===== src/rtl/host_wire_queue_bridge.sv =====
// host_wire_queue_bridge
// Buffers host wire-in traffic toward the emulator core and core results back toward
// host wire-out endpoints. Host-side wires are level signals; their rising edges act as
// push (h2d_valid_wire) and pop (d2h_ack_wire) strobes.
//
// Ports
//   clock, reset     single clock, synchronous active-high reset
//   h2d_bits         host payload, sampled on the h2d_valid_wire rising edge
//   h2d_valid_wire   host push level
//   h2d_enq_ready    host->device FIFO not full
//   h2d_count        host->device occupancy
//   h2d_drop_cnt     saturating count of pushes rejected while full
//   deq_valid/ready/bits   valid/ready head of the host->device FIFO toward the core
//   d2h_valid/ready/bits   valid/ready input from the core into the device->host FIFO
//   d2h_head_valid   device->host FIFO non-empty
//   d2h_head_bits    device->host FIFO head
//   d2h_ack_wire     host pop level
//   d2h_count        device->host occupancy
module host_wire_queue_bridge #(
    parameter int unsigned WORD_W    = 32,
    parameter int unsigned IN_WORDS  = 2,
    parameter int unsigned OUT_WORDS = 1,
    parameter int unsigned IN_DEPTH  = 8,
    parameter int unsigned OUT_DEPTH = 8
) (
    input  logic                              clock,
    input  logic                              reset,
    input  logic [IN_WORDS*WORD_W-1:0]        h2d_bits,
    input  logic                              h2d_valid_wire,
    output logic                              h2d_enq_ready,
    output logic [$clog2(IN_DEPTH+1)-1:0]     h2d_count,
    output logic [15:0]                       h2d_drop_cnt,
    output logic                              deq_valid,
    input  logic                              deq_ready,
    output logic [IN_WORDS*WORD_W-1:0]        deq_bits,
    input  logic                              d2h_valid,
    output logic                              d2h_ready,
    input  logic [OUT_WORDS*WORD_W-1:0]       d2h_bits,
    output logic                              d2h_head_valid,
    output logic [OUT_WORDS*WORD_W-1:0]       d2h_head_bits,
    input  logic                              d2h_ack_wire,
    output logic [$clog2(OUT_DEPTH+1)-1:0]    d2h_count
);

    localparam int unsigned IN_W      = IN_WORDS * WORD_W;
    localparam int unsigned OUT_W     = OUT_WORDS * WORD_W;
    localparam int unsigned IN_PTR_W  = $clog2(IN_DEPTH);
    localparam int unsigned OUT_PTR_W = $clog2(OUT_DEPTH);
    localparam int unsigned IN_CNT_W  = $clog2(IN_DEPTH + 1);
    localparam int unsigned OUT_CNT_W = $clog2(OUT_DEPTH + 1);

    // Storage and pointer state
    logic [IN_W-1:0]      h2d_mem [IN_DEPTH];
    logic [OUT_W-1:0]     d2h_mem [OUT_DEPTH];
    logic [IN_PTR_W-1:0]  h2d_wr_ptr, h2d_rd_ptr;
    logic [OUT_PTR_W-1:0] d2h_wr_ptr, d2h_rd_ptr;
    logic [IN_CNT_W-1:0]  h2d_cnt_q, h2d_cnt_d;
    logic [OUT_CNT_W-1:0] d2h_cnt_q, d2h_cnt_d;
    logic [15:0]          drop_q, drop_d;
    logic                 prev_valid, prev_ack;

    // Event strobes
    logic push_req, push_ok, push_drop, deq_fire;
    logic pop_req, pop_fire, enq_fire;
    logic h2d_full, d2h_full;

    // Status outputs are decoded straight from the occupancy registers
    assign h2d_full       = (h2d_cnt_q == IN_CNT_W'(IN_DEPTH));
    assign d2h_full       = (d2h_cnt_q == OUT_CNT_W'(OUT_DEPTH));
    assign h2d_enq_ready  = ~h2d_full;
    assign h2d_count      = h2d_cnt_q;
    assign h2d_drop_cnt   = drop_q;
    assign deq_valid      = (h2d_cnt_q != '0);
    assign deq_bits       = h2d_mem[h2d_rd_ptr];
    assign d2h_ready      = ~d2h_full;
    assign d2h_head_valid = (d2h_cnt_q != '0);
    assign d2h_head_bits  = d2h_mem[d2h_rd_ptr];
    assign d2h_count      = d2h_cnt_q;

    // Edge detection, accept/drop decisions and next occupancy
    always_comb begin
        push_req  = h2d_valid_wire & ~prev_valid;
        deq_fire  = deq_valid & deq_ready;
        // A dequeue in the same cycle frees the slot the push will reuse
        push_ok   = push_req & (~h2d_full | deq_fire);
        push_drop = push_req & ~push_ok;
        pop_req   = d2h_ack_wire & ~prev_ack;
        pop_fire  = pop_req & d2h_head_valid;
        enq_fire  = d2h_valid & d2h_ready;

        h2d_cnt_d = h2d_cnt_q;
        if (push_ok && !deq_fire) begin
            h2d_cnt_d = h2d_cnt_q + IN_CNT_W'(1);
        end else if (!push_ok && deq_fire) begin
            h2d_cnt_d = h2d_cnt_q - IN_CNT_W'(1);
        end

        d2h_cnt_d = d2h_cnt_q;
        if (enq_fire && !pop_fire) begin
            d2h_cnt_d = d2h_cnt_q + OUT_CNT_W'(1);
        end else if (!enq_fire && pop_fire) begin
            d2h_cnt_d = d2h_cnt_q - OUT_CNT_W'(1);
        end

        drop_d = drop_q;
        if (push_drop && (drop_q != 16'hFFFF)) begin
            drop_d = drop_q + 16'd1;
        end
    end

    // Control state
    always_ff @(posedge clock) begin
        if (reset) begin
            h2d_wr_ptr <= '0;
            h2d_rd_ptr <= '0;
            d2h_wr_ptr <= '0;
            d2h_rd_ptr <= '0;
            h2d_cnt_q  <= '0;
            d2h_cnt_q  <= '0;
            drop_q     <= '0;
            // Held-high wires through reset must fall before they count again
            prev_valid <= 1'b1;
            prev_ack   <= 1'b1;
        end else begin
            if (push_ok)  h2d_wr_ptr <= h2d_wr_ptr + IN_PTR_W'(1);
            if (deq_fire) h2d_rd_ptr <= h2d_rd_ptr + IN_PTR_W'(1);
            if (enq_fire) d2h_wr_ptr <= d2h_wr_ptr + OUT_PTR_W'(1);
            if (pop_fire) d2h_rd_ptr <= d2h_rd_ptr + OUT_PTR_W'(1);
            h2d_cnt_q  <= h2d_cnt_d;
            d2h_cnt_q  <= d2h_cnt_d;
            drop_q     <= drop_d;
            prev_valid <= h2d_valid_wire;
            prev_ack   <= d2h_ack_wire;
        end
    end

    // Payload storage; contents are don't-care until counted valid
    always_ff @(posedge clock) begin
        if (!reset && push_ok) h2d_mem[h2d_wr_ptr] <= h2d_bits;
        if (!reset && enq_fire) d2h_mem[d2h_wr_ptr] <= d2h_bits;
    end

endmodule


===== config.mk =====
export PLATFORM = sky130hd
export DESIGN_NAME = host_wire_queue_bridge
export DESIGN_NICKNAME = d
export VERILOG_FILES = /design/src/rtl/host_wire_queue_bridge.sv
export SDC_FILE = /design/constraint.sdc
export NUM_CORES = 1
export LEC_CHECK = 0
export CORE_ASPECT_RATIO = 2
export CORE_UTILIZATION = 55
export DETAILED_ROUTE_END_ITERATION = 8
export HOLD_SLACK_MARGIN = 0.02
export MAX_ROUTING_LAYER = met4
export PLACE_DENSITY = 0.75
export SLEW_MARGIN = 25
export SYNTH_ARGS = -nofsm -noshare
export SYNTH_HDL_FRONTEND = slang
export SYNTH_SLANG_ARGS = --single-unit

===== constraint.sdc =====
create_clock -name clock -period 16.6 [get_ports clock]
set_input_delay 3.32 -clock clock [delete_from_list [all_inputs] [get_ports clock]]
set_output_delay 3.32 -clock clock [all_outputs]
set_load 0.05 [all_outputs]

# ---- Word-level counts from Yosys, hierarchy flattened
# Memory sizes are Yosys's and may differ from the RTL's. A register that Yosys moved wholly into a read port is not among the register bits.
# Index checks and enable logic that the tools add are counted.
# W data, S select, Z words.
dict set report op_classes {
  reduce_logical 16
  muxes 12
  bitwise_logic 13
  eq_ne 3
  n_addsub 9
}
# operator count
set ops {}
lappend ops {{$add A16 B1 Y16 const B} 1}
lappend ops {{$mux W4} 4}
lappend ops {{$ne A16 B16 Y1 const B} 1}
lappend ops {{$add A3 B1 Y3 const B} 4}
lappend ops {{$mux W3} 4}
lappend ops {{$add A4 B1 Y4 const B} 2}
lappend ops {{$eq A4 B4 Y1 const B} 2}
lappend ops {{$reduce_bool A4 Y1} 2}
lappend ops {{$sub A4 B1 Y4 const B} 2}
lappend ops {{$and A1 B1 Y1} 7}
lappend ops {{$logic_and A1 B1 Y1} 7}
lappend ops {{$logic_not A1 Y1} 5}
lappend ops {{$not A1 Y1} 5}
lappend ops {{$mux W1} 4}
lappend ops {{$reduce_bool A2 Y1} 2}
lappend ops {{$or A1 B1 Y1} 1}
dict set report word_totals {
  ramBits 768
  inputBits 102
  mem_count 2
  regBits 38
}
# name words word_bits rd rd_clocked_by_memory_dff write_ports line
set memory_table {}
lappend memory_table {h2d_mem 8 64 1 1 1 53} ;# logic [IN_W-1:0] h2d_mem [IN_DEPTH];
lappend memory_table {d2h_mem 8 32 1 1 1 54} ;# logic [OUT_W-1:0] d2h_mem [OUT_DEPTH];

# ---- Logic depth before layout (Yosys ltp)
dict set report depth {
  ltp_word 8
  ltp_mapped 11
  ltp_nobuf 11
}

# ---- Worst setup path after synthesis
# OpenSTA, ideal clock, no wires.
dict set report synth_timing {
  path_kind {input to register}
  from {input port h2d_valid_wire}
  to {memory h2d_mem[1][0] (netlist name), enable pin}
  path_stages 4
  t_arrival_ns 8.476
  path_slack_ns 7.559
  cell_sequence {nor2b_1 -> o21ai_1 -> or3b_2 -> nor3_1}
}
dict set report synth_via {
  elab_chain_cells 5
}
# item line
set synth_rtl {}
lappend synth_rtl {{from (decl)} 29} ;# input logic h2d_valid_wire,
lappend synth_rtl {{$and A1 B1 Y1} 82} ;# push_req = h2d_valid_wire & ~prev_valid;
lappend synth_rtl {{$and A1 B1 Y1} 85} ;# push_ok = push_req & (~h2d_full | deq_fire);
lappend synth_rtl {{$logic_and A1 B1 Y1} 139} ;# if (!reset && push_ok) h2d_mem[h2d_wr_ptr] <= h2d_bits;
lappend synth_rtl {{$mux W1} 139}
lappend synth_rtl {{$mux W1 (not written as such)} 139}
lappend synth_rtl {{to (decl)} 53}
# Every way passes these cells.

==> impl_metrics.json <==
{
  "seq_area_um2": 24000,
  "drt-vias-per-instance": 5.88,
  "ctsHoldBuffers": 0,
  "synth.distinct_cells": 55,
  "avgSynthCellArea_um2": 22.7,
  "synth-async-reset-ratio_pct": 0,
  "outcome": "finished clean",
  "synth_ff_type": "edfxtp_1",
  "post-route-min-period_ns": 7.96,
  "ys_ff_latch": 812,
  "drcViolationCount": 0,
  "synth.cell_area_um2": 31000,
  "fp.dieArea_um2": 57400,
  "final_nets": 1740,
  "worstRegToRegCells": 6,
  "grt_pass1_wl_um": 92900,
  "ys_warn_count": 0,
  "worst_pin_slew_ns": 1.03,
  "post-cts-setup-buffers": 0,
  "grt_usage_pct": 23.0,
  "cts_num_sinks": 812,
  "crit_required_ns": 13.28,
  "total_power_w": 0.00479,
  "power_density_nw_per_um2": 131,
  "cts-htree-levels": 3,
  "cts_tree": "done",
  "synthCells": 1366,
  "syn_nets": 1481,
  "grt_pass1_vias": 15600,
  "layout-drive-gt1-share_pct": 27.0,
  "root_buffer": "clkbuf_16",
  "numCtsBuffers": 69,
  "post-dp-hpwl_um": 35400,
  "overflow": 0,
  "core.rowCount": 122,
  "holdPathStages": 2,
  "fmax_mhz": 126,
  "drtPass1Iterations": 5,
  "ioPinCount": 226,
  "fin_tns_setup_ns": 0,
  "die_w_um": 170,
  "worstPathArrival_ns": 4.64,
  "grt_setup_unrepaired": "no",
  "start_kind": "flop",
  "p_leak_nw": 11.2,
  "cap_violations": 0,
  "globalplace.congestion": 0.780,
  "hp-class": "flop to flop",
  "relSlewSlack_pct": 31.5,
  "drt_iter0_drc": 1183,
  "path_class": "flop to output pin",
  "clock_latency_ns": 0.61,
  "finalMaxSlewViolations": 0,
  "final_hold_viol_count": 0,
  "ctsLongestPathBuffers": 3,
  "crit_fanout": 47,
  "grt_antenna_before_repair": 4,
  "antenna_left": 0,
  "critPathCaptureType": "output pin",
  "multi_input_area_um2": 6840,
  "cts.clk_slew.worst_paths_ns": 0.07,
  "synth-seq-area-share_pct": 77.2,
  "synth_edf_count": 768,
  "cts_resized": 0,
  "vias": 14300,
  "whs_ns": 0.492,
  "setup-violations-final": 0,
  "place_area_um2": 34200,
  "skew_ns": 0.0267,
  "start_util_pct": 55.8,
  "post-route-period-util_pct": 48.0,
  "die_y_um": 338,
  "irDropWorstVdd_mv": 0.120,
  "stdcell_area_um2": 36400,
  "io_buffers": 225,
  "wirelength_um": 61500,
  "grt_max_degree": 72,
  "core_region_area_um2": 55600,
  "fillCellCount": 3627,
  "wl_per_cell_um": 25.4,
  "area_growth_pct": 17.5
}
==> layout by cell type (no fill, tap or decap), drive strengths merged, types with 10 or more instances in the layout <==
master         instances
edfxtp               768
a21oi                 18
mux2                 101
ha                    11
clkbuf                88
buf                   28
clkinv                21
nor2                  40
or4                   11
mux4                 192
dfxtp                 44
inv                   10
clkdlybuf4s50        224
nand2                 16
nand3                 10
==> worst max-delay path: stages, from the launching register on <==
cell and delay (ns):
dfxtp_4 0.93, buf_6 0.61, buf_4 0.76, mux4_2 0.61
mux2_2 0.28, clkdlybuf4s50_1 0.74
==> where the power goes <==
group | internal [W] | switching, W
Combinational | 0.000377 | 0.000482
Clock | 0.000891 | 0.000701
Sequential | 0.00228 | 0.0000566
==> layer usage <==
layer / vias to the layer above / track usage (%) / share of wire, % / wire [µm]
li1: 6256 / - / - / -
met1: 7531 / 25.3 / 37 / 22500
met2: 404 / 41.6 / 56 / 34200
met3: 74 / 4.38 / 5.9 / 3650
met4: 0 / 7.09 / 1.9 / 1190
met5: - / - / 0 / 0
==> path summary, 6_finish.rpt <==
path,from,to,slack [ns]
max,flop,deq_bits[24],8.64
min,h2d_rd_ptr[1]$_SDFFE_PP0N_,flop,0.49
max reg2reg,h2d_count[0]$_SDFFE_PP0P_,h2d_mem[3][22]$_DFFE_PP_,13.18
min reg2reg,h2d_rd_ptr[1]$_SDFFE_PP0N_,flop,0.49
==> final cells by class <==
| type | instances | share of cell area, % |
|---|---|---|
| Sequential cell | 812 | 65.7 |
| Multi-Input combinational cell | 484 | 18.8 |
| Timing Repair Buffer | 252 | 6.74 |
| Clock buffer | 88 | 5.19 |
| Tap cell | 744 | 2.55 |
| Clock inverter | 35 | 0.910 |
| Inverter | 6 | 0.0618 |
| Antenna cell | 4 | 0.0275 |
==> Yosys cell counts (all sizes together), types with 3 or more instances <==
cell / n / area (µm²)
edfxtp: 768 / 23100
mux4: 192 / 4320
mux2: 101 / 1140
dfxtp: 44 / 881
nor2: 40 / 150
clkbuf: 35 / 151
buf: 29 / 156
a21oi: 18 / 90.1
nand2: 16 / 62.6
ha: 11 / 138
or4: 11 / 82.6
nand3: 10 / 60.1
o31ai: 8 / 60.1
xor2: 8 / 70.1
nor3: 7 / 35.0
inv: 6 / 22.5
mux2i: 6 / 60.1
nand4: 6 / 52.6
nor2b: 6 / 37.5
nor4: 6 / 52.6
o21ai: 4 / 20.0
xnor2: 4 / 35.0
or2: 3 / 21.3
or3: 3 / 20.0
==> cell families after synthesis <==
family / after synthesis / share of synthesized area [%]
flip-flops: 812 / 77.2
multiplexers: 299 / 17.8
adder cells (fa/ha/maj): 13 / 0.573
AND/OR/NAND/NOR: 124 / 2.33
buffers and inverters: 70 / 1.06
XOR/XNOR: 12 / 0.339
AO/OA/AOI/OAI: 36 / 0.706
==> state kept, by name, summed over array words and instances (netlist names), 3 cells and up, named ones only <==
name          count
d2h_count         4
d2h_mem         256
d2h_rd_ptr        3
d2h_wr_ptr        3
h2d_count         4
h2d_drop_cnt     16
h2d_mem         512
h2d_rd_ptr        3
h2d_wr_ptr        3
==> stage by stage <==
| stage | util, % | worst slack (ns) | cells |
|---|---|---|---|
| finish | 65.6 | 8.64 | 2425 |
| detailed placement | 61.5 | 8.81 | 2297 |
| global placement | 61.5 | 8.86 | 2297 |
| global route | 65.6 | 8.23 | 2425 |
| CTS | 65.5 | 8.14 | 2420 |
| floorplan | - | 7.56 | 1366 |
No activity file was read; power rests on OpenSTA's default activity.
